## src/rtl/fwd_hazard_if.sv

```systemverilog
// fwd_hazard_if: stage IRs and pipeline control in, forwarding/interlock results out
interface fwd_hazard_if #(parameter int CNT_W = 16);
    logic [31:0] of_ir, ex_ir, ma_ir, rw_ir;
    logic pipe_adv, branch_taken;
    logic stall_of, of_fwd_a, of_fwd_b, ma_fwd_st;
    logic [1:0] ex_sel_a, ex_sel_b, ex_sel_st;
    logic [CNT_W-1:0] stall_cnt, fwd_cnt;
    modport master (
        output of_ir, ex_ir, ma_ir, rw_ir, pipe_adv, branch_taken,
        input stall_of, of_fwd_a, of_fwd_b, ma_fwd_st, ex_sel_a, ex_sel_b, ex_sel_st, stall_cnt, fwd_cnt
    );
    modport slave (
        input of_ir, ex_ir, ma_ir, rw_ir, pipe_adv, branch_taken,
        output stall_of, of_fwd_a, of_fwd_b, ma_fwd_st, ex_sel_a, ex_sel_b, ex_sel_st, stall_cnt, fwd_cnt
    );
endinterface

```

## src/rtl/fwd_hazard_unit.sv

```systemverilog
// fwd_hazard_unit: operand forwarding, load-use interlock and perf counters for the 5-stage pipe
module fwd_hazard_unit #(
    parameter int REG_W = 4,
    parameter int RA_IDX = 15,
    parameter int CNT_W = 16
) (
    input logic clk,
    input logic rst_n,
    fwd_hazard_if.slave hz
);
    localparam logic [0:0] IDLE = 1'b0, STALL = 1'b1;
    localparam logic [4:0] OP_LD = 5'd14, OP_ST = 5'd15, OP_CALL = 5'd19, OP_RET = 5'd20;
    typedef logic [REG_W-1:0] idx_t;
    function automatic logic is_wr(input logic [31:0] ir);
        return !(ir[31:27] inside {5'd5, 5'd13, 5'd15, 5'd16, 5'd17, 5'd18, 5'd20});
    endfunction
    function automatic idx_t dst(input logic [31:0] ir);
        return ir[31:27] == OP_CALL ? idx_t'(RA_IDX) : ir[22 +: REG_W];
    endfunction
    function automatic logic hit(input logic [31:0] p, input logic rd, input idx_t idx);
        return rd && is_wr(p) && dst(p) == idx;
    endfunction
    function automatic logic [1:0] sel(input logic [31:0] ex, input logic [31:0] ma, input logic rd, input idx_t idx);
        return hit(ex, rd, idx) ? 2'b01 : hit(ma, rd, idx) ? 2'b10 : 2'b00;
    endfunction
    logic [0:0] state;
    logic [1:0] sel_a, sel_b, sel_st, nxt_a, nxt_b, nxt_st;
    logic [CNT_W-1:0] stall_cnt, fwd_cnt;
    logic r1, r2, rs, ms, fa, fb, fs, flush, ld_use, stall, fwd_any;
    idx_t i1, i2, is, ma_is;
    logic [4:0] op;
    always_comb begin
        op = hz.of_ir[31:27];
        r1 = (op <= 5'd12 && !(op inside {5'd8, 5'd9})) || op inside {OP_LD, OP_ST, OP_RET};
        i1 = op == OP_RET ? idx_t'(RA_IDX) : hz.of_ir[18 +: REG_W];
        r2 = op <= 5'd12 && !hz.of_ir[26];
        i2 = hz.of_ir[14 +: REG_W];
        rs = op == OP_ST;
        is = hz.of_ir[22 +: REG_W];
        ms = hz.ma_ir[31:27] == OP_ST;
        ma_is = hz.ma_ir[22 +: REG_W];
        fa = hit(hz.rw_ir, r1, i1);
        fb = hit(hz.rw_ir, r2, i2);
        fs = hit(hz.rw_ir, ms, ma_is);
        flush = hz.pipe_adv && hz.branch_taken;
        ld_use = hz.ex_ir[31:27] == OP_LD && (hit(hz.ex_ir, r1, i1) || hit(hz.ex_ir, r2, i2) || hit(hz.ex_ir, rs, is));
        stall = state == IDLE && ld_use && !flush;
        nxt_a = (flush || stall) ? 2'b00 : sel(hz.ex_ir, hz.ma_ir, r1, i1);
        nxt_b = (flush || stall) ? 2'b00 : sel(hz.ex_ir, hz.ma_ir, r2, i2);
        nxt_st = (flush || stall) ? 2'b00 : sel(hz.ex_ir, hz.ma_ir, rs, is);
        fwd_any = fa || fb || fs || |{nxt_a, nxt_b, nxt_st};
    end
    always_ff @(posedge clk) begin
        if (!rst_n) begin
            state <= IDLE;
            {sel_a, sel_b, sel_st} <= '0;
            stall_cnt <= '0;
            fwd_cnt <= '0;
        end else if (hz.pipe_adv) begin
            state <= stall ? STALL : IDLE;
            sel_a <= nxt_a;
            sel_b <= nxt_b;
            sel_st <= nxt_st;
            if (stall && !(&stall_cnt)) stall_cnt <= stall_cnt + 1'b1;
            if (fwd_any && !(&fwd_cnt)) fwd_cnt <= fwd_cnt + 1'b1;
        end
    end
    assign hz.stall_of = stall;
    assign hz.of_fwd_a = fa;
    assign hz.of_fwd_b = fb;
    assign hz.ma_fwd_st = fs;
    assign hz.ex_sel_a = sel_a;
    assign hz.ex_sel_b = sel_b;
    assign hz.ex_sel_st = sel_st;
    assign hz.stall_cnt = stall_cnt;
    assign hz.fwd_cnt = fwd_cnt;
endmodule

```

## src/flat_wrapper.sv

```systemverilog
// flat-port wrapper written by rule: the top's interface ports become plain ports
module fwd_hazard_unit_flat 
#(
    parameter int REG_W = 4,
    parameter int RA_IDX = 15,
    parameter int CNT_W = 16
)
  (clk, rst_n, hz_of_ir, hz_ex_ir, hz_ma_ir, hz_rw_ir, hz_pipe_adv, hz_branch_taken, hz_stall_of, hz_of_fwd_a, hz_of_fwd_b, hz_ma_fwd_st, hz_ex_sel_a, hz_ex_sel_b, hz_ex_sel_st, hz_stall_cnt, hz_fwd_cnt);
  fwd_hazard_if #(.CNT_W(CNT_W)) hz_i ();
  input logic clk;
  input logic rst_n;
  input wire logic [$bits(hz_i.of_ir)-1:0] hz_of_ir;
  input wire logic [$bits(hz_i.ex_ir)-1:0] hz_ex_ir;
  input wire logic [$bits(hz_i.ma_ir)-1:0] hz_ma_ir;
  input wire logic [$bits(hz_i.rw_ir)-1:0] hz_rw_ir;
  input wire logic [$bits(hz_i.pipe_adv)-1:0] hz_pipe_adv;
  input wire logic [$bits(hz_i.branch_taken)-1:0] hz_branch_taken;
  output wire logic [$bits(hz_i.stall_of)-1:0] hz_stall_of;
  output wire logic [$bits(hz_i.of_fwd_a)-1:0] hz_of_fwd_a;
  output wire logic [$bits(hz_i.of_fwd_b)-1:0] hz_of_fwd_b;
  output wire logic [$bits(hz_i.ma_fwd_st)-1:0] hz_ma_fwd_st;
  output wire logic [$bits(hz_i.ex_sel_a)-1:0] hz_ex_sel_a;
  output wire logic [$bits(hz_i.ex_sel_b)-1:0] hz_ex_sel_b;
  output wire logic [$bits(hz_i.ex_sel_st)-1:0] hz_ex_sel_st;
  output wire logic [$bits(hz_i.stall_cnt)-1:0] hz_stall_cnt;
  output wire logic [$bits(hz_i.fwd_cnt)-1:0] hz_fwd_cnt;
  assign hz_i.of_ir = hz_of_ir;
  assign hz_i.ex_ir = hz_ex_ir;
  assign hz_i.ma_ir = hz_ma_ir;
  assign hz_i.rw_ir = hz_rw_ir;
  assign hz_i.pipe_adv = hz_pipe_adv;
  assign hz_i.branch_taken = hz_branch_taken;
  assign hz_stall_of = hz_i.stall_of;
  assign hz_of_fwd_a = hz_i.of_fwd_a;
  assign hz_of_fwd_b = hz_i.of_fwd_b;
  assign hz_ma_fwd_st = hz_i.ma_fwd_st;
  assign hz_ex_sel_a = hz_i.ex_sel_a;
  assign hz_ex_sel_b = hz_i.ex_sel_b;
  assign hz_ex_sel_st = hz_i.ex_sel_st;
  assign hz_stall_cnt = hz_i.stall_cnt;
  assign hz_fwd_cnt = hz_i.fwd_cnt;
  fwd_hazard_unit #(.REG_W(REG_W), .RA_IDX(RA_IDX), .CNT_W(CNT_W)) u_core (.clk(clk), .rst_n(rst_n), .hz(hz_i));
endmodule
```

## config.mk

```make
export PLATFORM = sky130hd
export DESIGN_NAME = fwd_hazard_unit_flat
export DESIGN_NICKNAME = d
export VERILOG_FILES = /design/src/rtl/fwd_hazard_if.sv /design/src/rtl/fwd_hazard_unit.sv /design/src/flat_wrapper.sv
export SDC_FILE = /design/constraint.sdc
export NUM_CORES = 1
export LEC_CHECK = 0
export ABC_AREA = 1
export CAP_MARGIN = 25
export CORE_ASPECT_RATIO = 2
export CORE_MARGIN = 8
export CORE_UTILIZATION = 55
export CTS_BUF_LIST = sky130_fd_sc_hd__clkbuf_4
export DETAILED_ROUTE_END_ITERATION = 16
export DONT_BUFFER_PORTS = 1
export PLACE_DENSITY_LB_ADDON = 0.12
export SLEW_MARGIN = 5
export SYNTH_ARGS = -nofsm -noshare
export SYNTH_HDL_FRONTEND = slang
export SYNTH_SLANG_ARGS = --single-unit
```

## constraint.sdc

```tcl
create_clock -name clk -period 1.7 [get_ports clk]
set_input_delay 0.17 -clock clk [delete_from_list [all_inputs] [get_ports clk]]
set_output_delay 0.17 -clock clk [all_outputs]
set_load 0.1 [all_outputs]
```

Yosys cells after proc, flatten, opt, wreduce, memory -nomap -nowiden. Cells that the tools add are included.

$add $sub $neg: 2. Order comparisons: 1. Equal/unequal tests: 39. Multiplexer cells: 14. Bitwise logic cells: 1. Reduce and logical (&&, ||, !) cells: 51.

Operator list (number): == test 5 bit (second input constant) (16); == test 5 x 4 -> 1 bit (second input constant) (11); == test 4 bit (9); adder 16 x 1 -> 16 bit (second input constant) (2); AND reduction 16 bit (2); logical AND 1 bit (26); nonzero test 7 bit (3); 2-to-1 mux 2 bit (9); 2-to-1 mux 4 bit (4); == test 5 x 3 -> 1 bit (second input constant) (3); logical NOT 1 bit (8); logical OR 1 bit (7); OR reduction 6 bit (1); <= comparator 5 x 4 -> 1 bit (second input constant) (1); AND reduction 2 bit (2); nonzero test 3 bit (1); nonzero test 2 bit (1); 2-to-1 mux 1 bit (1); NOT 1 bit (1).

Register bits: 39. Bits of input ports: 132. Word-level logic and storage cells: 114.

Longest topological paths before layout. Gate-level depths: netlist of the first run.

Depth after elaboration: 18. Gate-level depth with buffers: 20. Depth with buffers taken out: 18.

Worst setup path after synthesis of the first run. OpenSTA, ideal clock, no wires.

Path type: input-to-output. Start: in hz_rw_ir[27]. End: out hz_ma_fwd_st. Data arrival time: 2.902 ns. Path slack: -1.372 ns. Cell stages on the path: 7. Path buffers: 0. Cell sequence: nand2_1 inv_1 nand4_1 nand2_1 xor2_1 nand3_1 nor3_1.

Word-level cells in the longest chain between the ends: 5. Elaborated cells on any way between the ends: 14. Classes of those cells: 9 x eq/ne; 1 x mux; 4 x reduce/logical.

RTL lines: start, declared (RTL line flat_wrapper.sv:15) `input wire logic [$bits(hz_i.rw_ir)-1:0] hz_rw_ir;`; == test 5 x 3 -> 1 bit, or another cell as far along (RTL line fwd_hazard_unit.sv:15) `return !(ir[31:27] inside {5'd5, 5'd13, 5'd15, 5'd16, 5'd17, 5'd18, 5'd20});`; nonzero test 7 bit (RTL line fwd_hazard_unit.sv:15); logical NOT 1 bit (RTL line fwd_hazard_unit.sv:15); logical AND 1 bit (RTL line fwd_hazard_unit.sv:21) `return rd && is_wr(p) && dst(p) == idx;`; logical AND 1 bit * (RTL line fwd_hazard_unit.sv:21); end, declared (RTL line flat_wrapper.sv:21) `output wire logic [$bits(hz_i.ma_fwd_st)-1:0] hz_ma_fwd_st;`.

Every way passes the cells marked *; elsewhere a longest branch is shown, timed or not.

Worst setup path after layout of the first run.
Start: reg u_core.fwd_cnt[1], in the netlist u_core.hz.fwd_cnt[1]. End: reg u_core.fwd_cnt[15], in the netlist u_core.hz.fwd_cnt[15].

Word-level cells in the longest chain between the ends: 4. Elaborated cells on any way between the ends: 5. Classes of those cells: 1 x add/sub; 4 x reduce/logical.

RTL lines: start, declared (RTL line fwd_hazard_unit.sv:28) `logic [CNT_W-1:0] stall_cnt, fwd_cnt;`; start signal, assigned (RTL line fwd_hazard_unit.sv:65) `if (fwd_any && !(&fwd_cnt)) fwd_cnt <= fwd_cnt + 1'b1;`; parallel branches: the longest is 4 deep, another holds adder 16 x 1 -> 16 bit.

Several ways; the timed one is not identified. A chain may end at the register's enable or synchronous reset.

==> flow_summary.ini, run 1 <==
[outcome]
outcome = complete, but fails checks
violated_checks = hold timing, setup timing

[sta]
worst-slew-pin-transition_ps = 428
unrepaired_setup_endpoints_after_global_routing = true
layout_min_cycle_time_ps = 2020
holdWs_ps = -95.2
worst_slack_ps = -320
report.final.slew_viol_count = 0
slew-limit-headroom_pct = 71.4
final_hold_viol_count = 11
fin_skew_ps = 22.4
fraction_of_the_cycle_the_final_worst_path_needs_pct = 119
setup_viol_count_final = 33
clock.fmax_ghz = 0.495

[clock_network]
cts-root-buf = clkbuf_4
h-tree-depth = 2
max-clock-path-buffers = 2
tritoncts = yes
clock_buffers_created_by_tritoncts = 5
clk_latency_ps = 360
cts.clk_slew.worst_paths_ps = 130
hold_fix_buffer_count_after_cts = 7
clock_sinks = 39

[yosys]
synth_top_flop_cell = dfxtp_1
synth.most_common_cell = nand2_1
syn-cell-area_um2 = 3440
synth_nets = 737
post_synth_main_area_contributors = dfxtp_1 23%, nand2_1 19%, inv_1 10%
seq_area_frac_synth_pct = 22.7
yosys-top-cells-count = 171 x nand2_1, 95 x inv_1, 87 x nor2_1, 59 x nand3_1, 39 x dfxtp_1
register_bit_count_reported_by_yosys = 39
mean_syn_cell_area_um2 = 5.71
post_synth_num_cell_types = 31
synth.top_cell.area_share_pct = 22.7
post_synth_edffs = 0
synth_top_area_cell = dfxtp_1
synthesis.yosys.warnings = 0
async_set_or_reset_flop_fraction_in_the_synthesized_netlist_pct = 0
synthesis.instances = 603

[power_and_ir_drop]
power.net_switching_mw = 0.784
power.share.clock_pct = 28.1
powerDensity_nw_per_um2 = 415
fin_total_pwr_mw = 2.27
vdd.ir_drop.worst_v = 0.000741
pwr-share-comb_pct = 30.4
internal-power_mw = 1.49
power_switching_share_pct = 34.5
power.share.sequential_pct = 41.4
leakage_nw = 2.76

[detailed_routing]
post_drt_via_cell_ratio = 5.61
first_iter_violations = 511
post-route-drc-count = 0
drtAntennaViolNets = 0
pre_antenna_drt_iters = 5
wirelength_mm = 14.6
wl_per_cell_um = 17.2
vias_after_detailed_routing = 4749

[place]
gpl.final_weighted_congestion = 0.976
dp.cells = 796
detailedPlacementHpwl_mm = 7.97
i_o_buffers = 0

[global_routing]
grt_start_max_net_pins = 23
first_global_vias = 4349
grt_overflow = 0
track_usage_pct = 26.2
grt_pass1_wl_mm = 19.6
grt_antenna_before_repair = 0

[final_layout]
final_core_utilization_pct = 88.3
fillers = 352
antenna_cells_inserted = 0
fraction_of_final_layout_cells_sized_beyond_drive_strength_1_pct = 40.1
syn_to_final_growth_pct = 59.3
nets = 894
final_cells = 847

[die]
floorplan_die_width_um = 72.0
initial_core_util_pct = 55.5
die-height_um = 128
floorplan_core_area_um2 = 6210
placement_rows = 41
ioPinCount = 174
floorplan.die_area_um2 = 9200

[worst_setup_path]
worst-path-max-fanout = 3
worst_setup_path_end_kind = flip-flop
crit_path_start_kind = flip-flop
crit_type = flip-flop to flip-flop
cp_data_required_time_ps = 2010
rr_startpoint = u_core.hz.fwd_cnt[1]$_SDFFE_PN0P_
worst_reg_to_reg_setup_slack_ps = -320
reg2reg_depth = 12
worstReg2RegEnd = u_core.hz.fwd_cnt[15]$_SDFFE_PN0P_
critPathArrivalTime_ps = 2330
worstSetupStartpoint = u_core.hz.fwd_cnt[1]$_SDFFE_PN0P_

[worst_hold_path]
whs_endpoint = u_core.hz.fwd_cnt[10]$_SDFFE_PN0P_
worstHoldPathCells = 2
hold_start = rst_n
hold_path.class = input port to flip-flop

[job]
max-cap-violations = 0
-- timing repair --
item / 4_1_cts / 5_1_grt
hold endpoints to repair: 18 / 11
gates resized for setup: 41 / 88
gates cloned: 2 / 2
setup buffers: 19 / 15
endpoints found under the setup margin: 35 / 36
pin swaps: 15 / 36
-- stage by stage --
step	TNS, ps	setup WS (ps)	hold WS [ps]	instance area [um^2]
after global routing	-7660	-416	-103	5480
after floorplan	-14330	-663	308	3580
after detailed placement	-11950	-412	270	4530
after global placement	-10830	-372	269	4530
after CTS	-76.4	-41.4	-93.9	5000
final	-4340	-320	-95.2	5480
-- worst max-delay path: stages (launching register included) --
cell	delay [ps]
dfxtp_4	400
inv_4	40
nor4_4	310
nand2_2	130
nor3_4	220
nand3_2	150
nor2_4	140
nand2_2	100
nor2_2	170
nand3_1	100
nand2_1	80
nand2_1	50
nor2_1	70
-- cells by family (layout without fill, tap and decap cells) --
family	count (synthesis)	count (layout)	synth area share [%]
simple gates	384	386	50.1
flops	39	39	22.7
compound gates	48	48	8.29
xor+xnor	20	20	5.09
buf+inv	110	266	13.1
fa+ha+maj	2	2	0.727
-- per-layer routing --
| metal | vias up | routed length (um) | global-route usage (%) |
|---|---|---|---|
| met1 | 2199 | 5280 | 27.8 |
| met3 | 69 | 1270 | 7.84 |
| met5 | - | 0 | 0 |
| met2 | 261 | 7440 | 46.2 |
| li1 | 2220 | - | - |
| met4 | 0 | 603 | 11.2 |
-- worst max path at each step --
stage	endpoint	slack (ps)	depth (start not counted)
floorplan	u_core.hz.stall_cnt[4]$_SDFFE_PN0P_	-660	18
global placement	u_core.hz.stall_cnt[7]$_SDFFE_PN0P_	-370	16
detailed placement	u_core.hz.stall_cnt[8]$_SDFFE_PN0P_	-410	15
CTS	u_core.hz.fwd_cnt[15]$_SDFFE_PN0P_	-40	12
global route	u_core.hz.fwd_cnt[15]$_SDFFE_PN0P_	-420	12
finish	u_core.hz.fwd_cnt[15]$_SDFFE_PN0P_	-320	12
-- power groups by stage --
stage               registers [mW]  logic, mW  clock network [mW]
floorplan                     1.07      0.300                   0
global placement             0.959      0.560                   0
detailed placement           0.959      0.566                   0
CTS                          0.939      0.595               0.628
global route                 0.944      0.738               0.682
finish                       0.942      0.692               0.639
-- registers in the layout, indices dropped and copies added, names as in the netlist --
name	cells
u_core.state	1
u_core.hz.fwd_cnt	16
u_core.hz.ex_sel_b	2
u_core.hz.ex_sel_a	2
u_core.hz.ex_sel_st	2
u_core.hz.stall_cnt	16
-- cell type report --
| type | count | area [um^2] | share of cell area [%] |
|---|---|---|---|
| sequential | 39 | 815 | 14.9 |
| timing repair inverter | 1 | 11.3 | 0.205 |
| tap | 86 | 108 | 1.96 |
| multi-input combinational | 456 | 2690 | 49.1 |
| timing repair buffer | 159 | 1410 | 25.6 |
| clock inverter | 3 | 38.8 | 0.707 |
| clock buffer | 5 | 37.5 | 0.684 |
| inverter | 98 | 378 | 6.89 |
-- cell usage in the layout, fill, tap and decap left out, types with 4 or more instances in the layout --
cell type | Yosys | layout
clkbuf_4 | 0 | 5
buf_4 | 1 | 128
nand3_4 | 0 | 7
nand3_2 | 5 | 12
nor3_1 | 20 | 8
dfxtp_2 | 0 | 15
inv_1 | 95 | 82
nand3b_1 | 4 | 4
nor3_2 | 0 | 7
buf_6 | 3 | 12
nor2_4 | 1 | 8
xor2_1 | 12 | 10
nand2_2 | 12 | 27
o21ai_0 | 12 | 9
inv_2 | 3 | 14
nand2_4 | 1 | 10
nor2_2 | 2 | 12
a21oi_1 | 22 | 19
nand4_1 | 18 | 18
dlygate4sd3_1 | 0 | 7
nor2_1 | 87 | 71
nand2_1 | 171 | 147
buf_12 | 0 | 10
dfxtp_4 | 0 | 4
nor3_4 | 0 | 5
xnor2_1 | 8 | 8
dfxtp_1 | 39 | 20
nand3_1 | 59 | 46
a21oi_2 | 10 | 13
Power figures use the tool's default switching activity.
==> run 2, diff against run 1 <==
--- a/config.mk
+++ b/config.mk
@@ -10,7 +10,6 @@
 export CORE_ASPECT_RATIO = 2
 export CORE_MARGIN = 8
 export CORE_UTILIZATION = 55
-export CTS_BUF_LIST = sky130_fd_sc_hd__clkbuf_4
 export DETAILED_ROUTE_END_ITERATION = 16
 export DONT_BUFFER_PORTS = 1
 export PLACE_DENSITY_LB_ADDON = 0.12
==> flow_summary.ini, run 2 (same netlist as run 1, synthesis figures left out) <==
[sta]
fin_skew_ps = 8.92
holdWs_ps = 3.16
worst-slew-pin-transition_ps = 533
unrepaired_setup_endpoints_after_global_routing = true
fraction_of_the_cycle_the_final_worst_path_needs_pct = 118
clock.fmax_ghz = 0.500
layout_min_cycle_time_ps = 2000
worst_slack_ps = -299
report.final.slew_viol_count = 0
setup_viol_count_final = 33
final_hold_viol_count = 0
slew-limit-headroom_pct = 64.2

[final_layout]
syn_to_final_growth_pct = 55.3
nets = 880
layout.cells.most_common_list = 156 x nand2_1, 114 x buf_4, 88 x inv_1
final_common_cell = nand2_1
reg.largest.list = u_core.hz.fwd_cnt (16), u_core.hz.stall_cnt (16)
fillers = 373
fraction_of_final_layout_cells_sized_beyond_drive_strength_1_pct = 37.2
final-seq-area_um2 = 813
multi_input_area_um2 = 2600
final_cell_area_um2 = 5350
antenna_cells_inserted = 0
final_cells = 833

[clock_network]
clock_sinks = 39
cts-root-buf = clkbuf_16
clk_latency_ps = 280
max-clock-path-buffers = 2
cts.clk_slew.worst_paths_ps = 60
tritoncts = yes
h-tree-depth = 2
clock_buffers_created_by_tritoncts = 5

[worst_setup_path]
crit_type = flip-flop to flip-flop
crit_path_top_delay_cell = dfxtp_4
cpMostUsedCell = inv_1
worstSetupStartpoint = u_core.hz.fwd_cnt[1]$_SDFFE_PN0P_
crit_path_start_kind = flip-flop
worst_setup_path_end_kind = flip-flop
cp_data_required_time_ps = 1910
worst_reg_to_reg_setup_slack_ps = -300
worstReg2RegEnd = u_core.hz.fwd_cnt[9]$_SDFFE_PN0P_
critPathArrivalTime_ps = 2210
rr_startpoint = u_core.hz.fwd_cnt[1]$_SDFFE_PN0P_
reg2reg_depth = 11
stage_delay_of_the_slowest_cell_on_the_critical_path_ps = 370
worst-path-max-fanout = 3
path_cells = inv_4, nor4_4, buf_4, inv_1, nor3_2, inv_1, nor3_4, nand3_1, nand2_1, inv_1, nor2_1

[global_routing]
first_global_vias = 4224
grt_overflow = 0
grt_antenna_before_repair = 0
track_usage_pct = 25.0
grt_pass1_wl_mm = 19.0
grt_start_max_net_pins = 23

[die]
floorplan_die_width_um = 72.0
floorplan.die_area_um2 = 9200
initial_core_util_pct = 55.5
ioPinCount = 174
die-height_um = 128
placement_rows = 41
floorplan_core_area_um2 = 6210

[place]
i_o_buffers = 0
post-place-ws_ps = -412
dp.cells = 796
detailedPlacementHpwl_mm = 7.97
gpl.final_weighted_congestion = 0.976
place_area_um2 = 4530

[power_and_ir_drop]
fin_total_pwr_mw = 2.74
leakage_nw = 2.65
vdd.ir_drop.worst_v = 0.000900
powerDensity_nw_per_um2 = 512

[detailed_routing]
wirelength_mm = 13.2
post-route-drc-count = 0
wl_per_cell_um = 15.8
first_iter_violations = 494
drtAntennaViolNets = 0
vias_after_detailed_routing = 4539
pre_antenna_drt_iters = 5
post_drt_via_cell_ratio = 5.45

[worst_hold_path]
hold_path.class = input port to flip-flop
worstHoldPathCells = 2
whs_endpoint = u_core.hz.fwd_cnt[1]$_SDFFE_PN0P_
hold_start = rst_n

[job]
max-cap-violations = 0

[outcome]
outcome = complete, but fails checks
violated_checks = setup timing
==> run 2: stage by stage <==
step / utilization (%) / TNS [ps]
finish: 86.1 / -3890
floorplan: - / -14330
global route: 86.1 / -8260
global placement: 73.0 / -10830
detailed placement: 73.0 / -11950
CTS: 80.8 / -381
==> run 2: layout make-up <==
cell class	count	area share (%)
sequential	39	15.2
tap	86	2.01
timing repair buffer	146	23.8
clock inverter	2	0.655
inverter	98	7.11
multi-input combinational	456	48.6
clock buffer	6	2.60
==> run 2: worst max-delay path by stage <==
stage | to | slack [ps] | cells after the start
finish | u_core.hz.fwd_cnt[9]$_SDFFE_PN0P_ | -300 | 11
global route | u_core.hz.fwd_cnt[9]$_SDFFE_PN0P_ | -400 | 11
floorplan | u_core.hz.stall_cnt[4]$_SDFFE_PN0P_ | -660 | 18
detailed placement | u_core.hz.stall_cnt[8]$_SDFFE_PN0P_ | -410 | 15
global placement | u_core.hz.stall_cnt[7]$_SDFFE_PN0P_ | -370 | 16
CTS | u_core.hz.fwd_cnt[6]$_SDFFE_PN0P_ | -80 | 16
==> run 2: report_power, final <==
group / switching, mW / total (mW) / leakage [nW] / internal [mW]
clock: 0.374 / 1.10 / 0.0868 / 0.730
combinational: 0.426 / 0.692 / 2.24 / 0.267
sequential: 0.0142 / 0.941 / 0.326 / 0.927
total: 0.814 / 2.74 / 2.65 / 1.92
==> run 2: worst max-delay path, delay by kind of cell, from the launching register on <==
| kind | cells | cell delay (ps) |
|---|---|---|
| buffers and inverters | 5 | 470 |
| AND/OR/NAND/NOR | 6 | 1060 |
| flip-flops | 1 | 370 |
==> run 2: repair_timing <==
item	4_1_cts	5_1_grt
setup endpoints to repair	35	42
buffers inserted	14	6
hold endpoints to repair	11	1
hold buffers	3	1
cloned	1	4
gates resized for setup	46	53
pin swaps	22	21
==> run 2: layer usage <==
metal	vias to the layer above	GRT usage, %	wire length, um	part of all wire [%]
li1	2198	-	-	-
met1	2055	28.9	5130	39
met2	239	42.8	6490	49
met3	47	6.43	1140	8.6
met4	0	8.97	442	3.3
met5	-	0	0	0
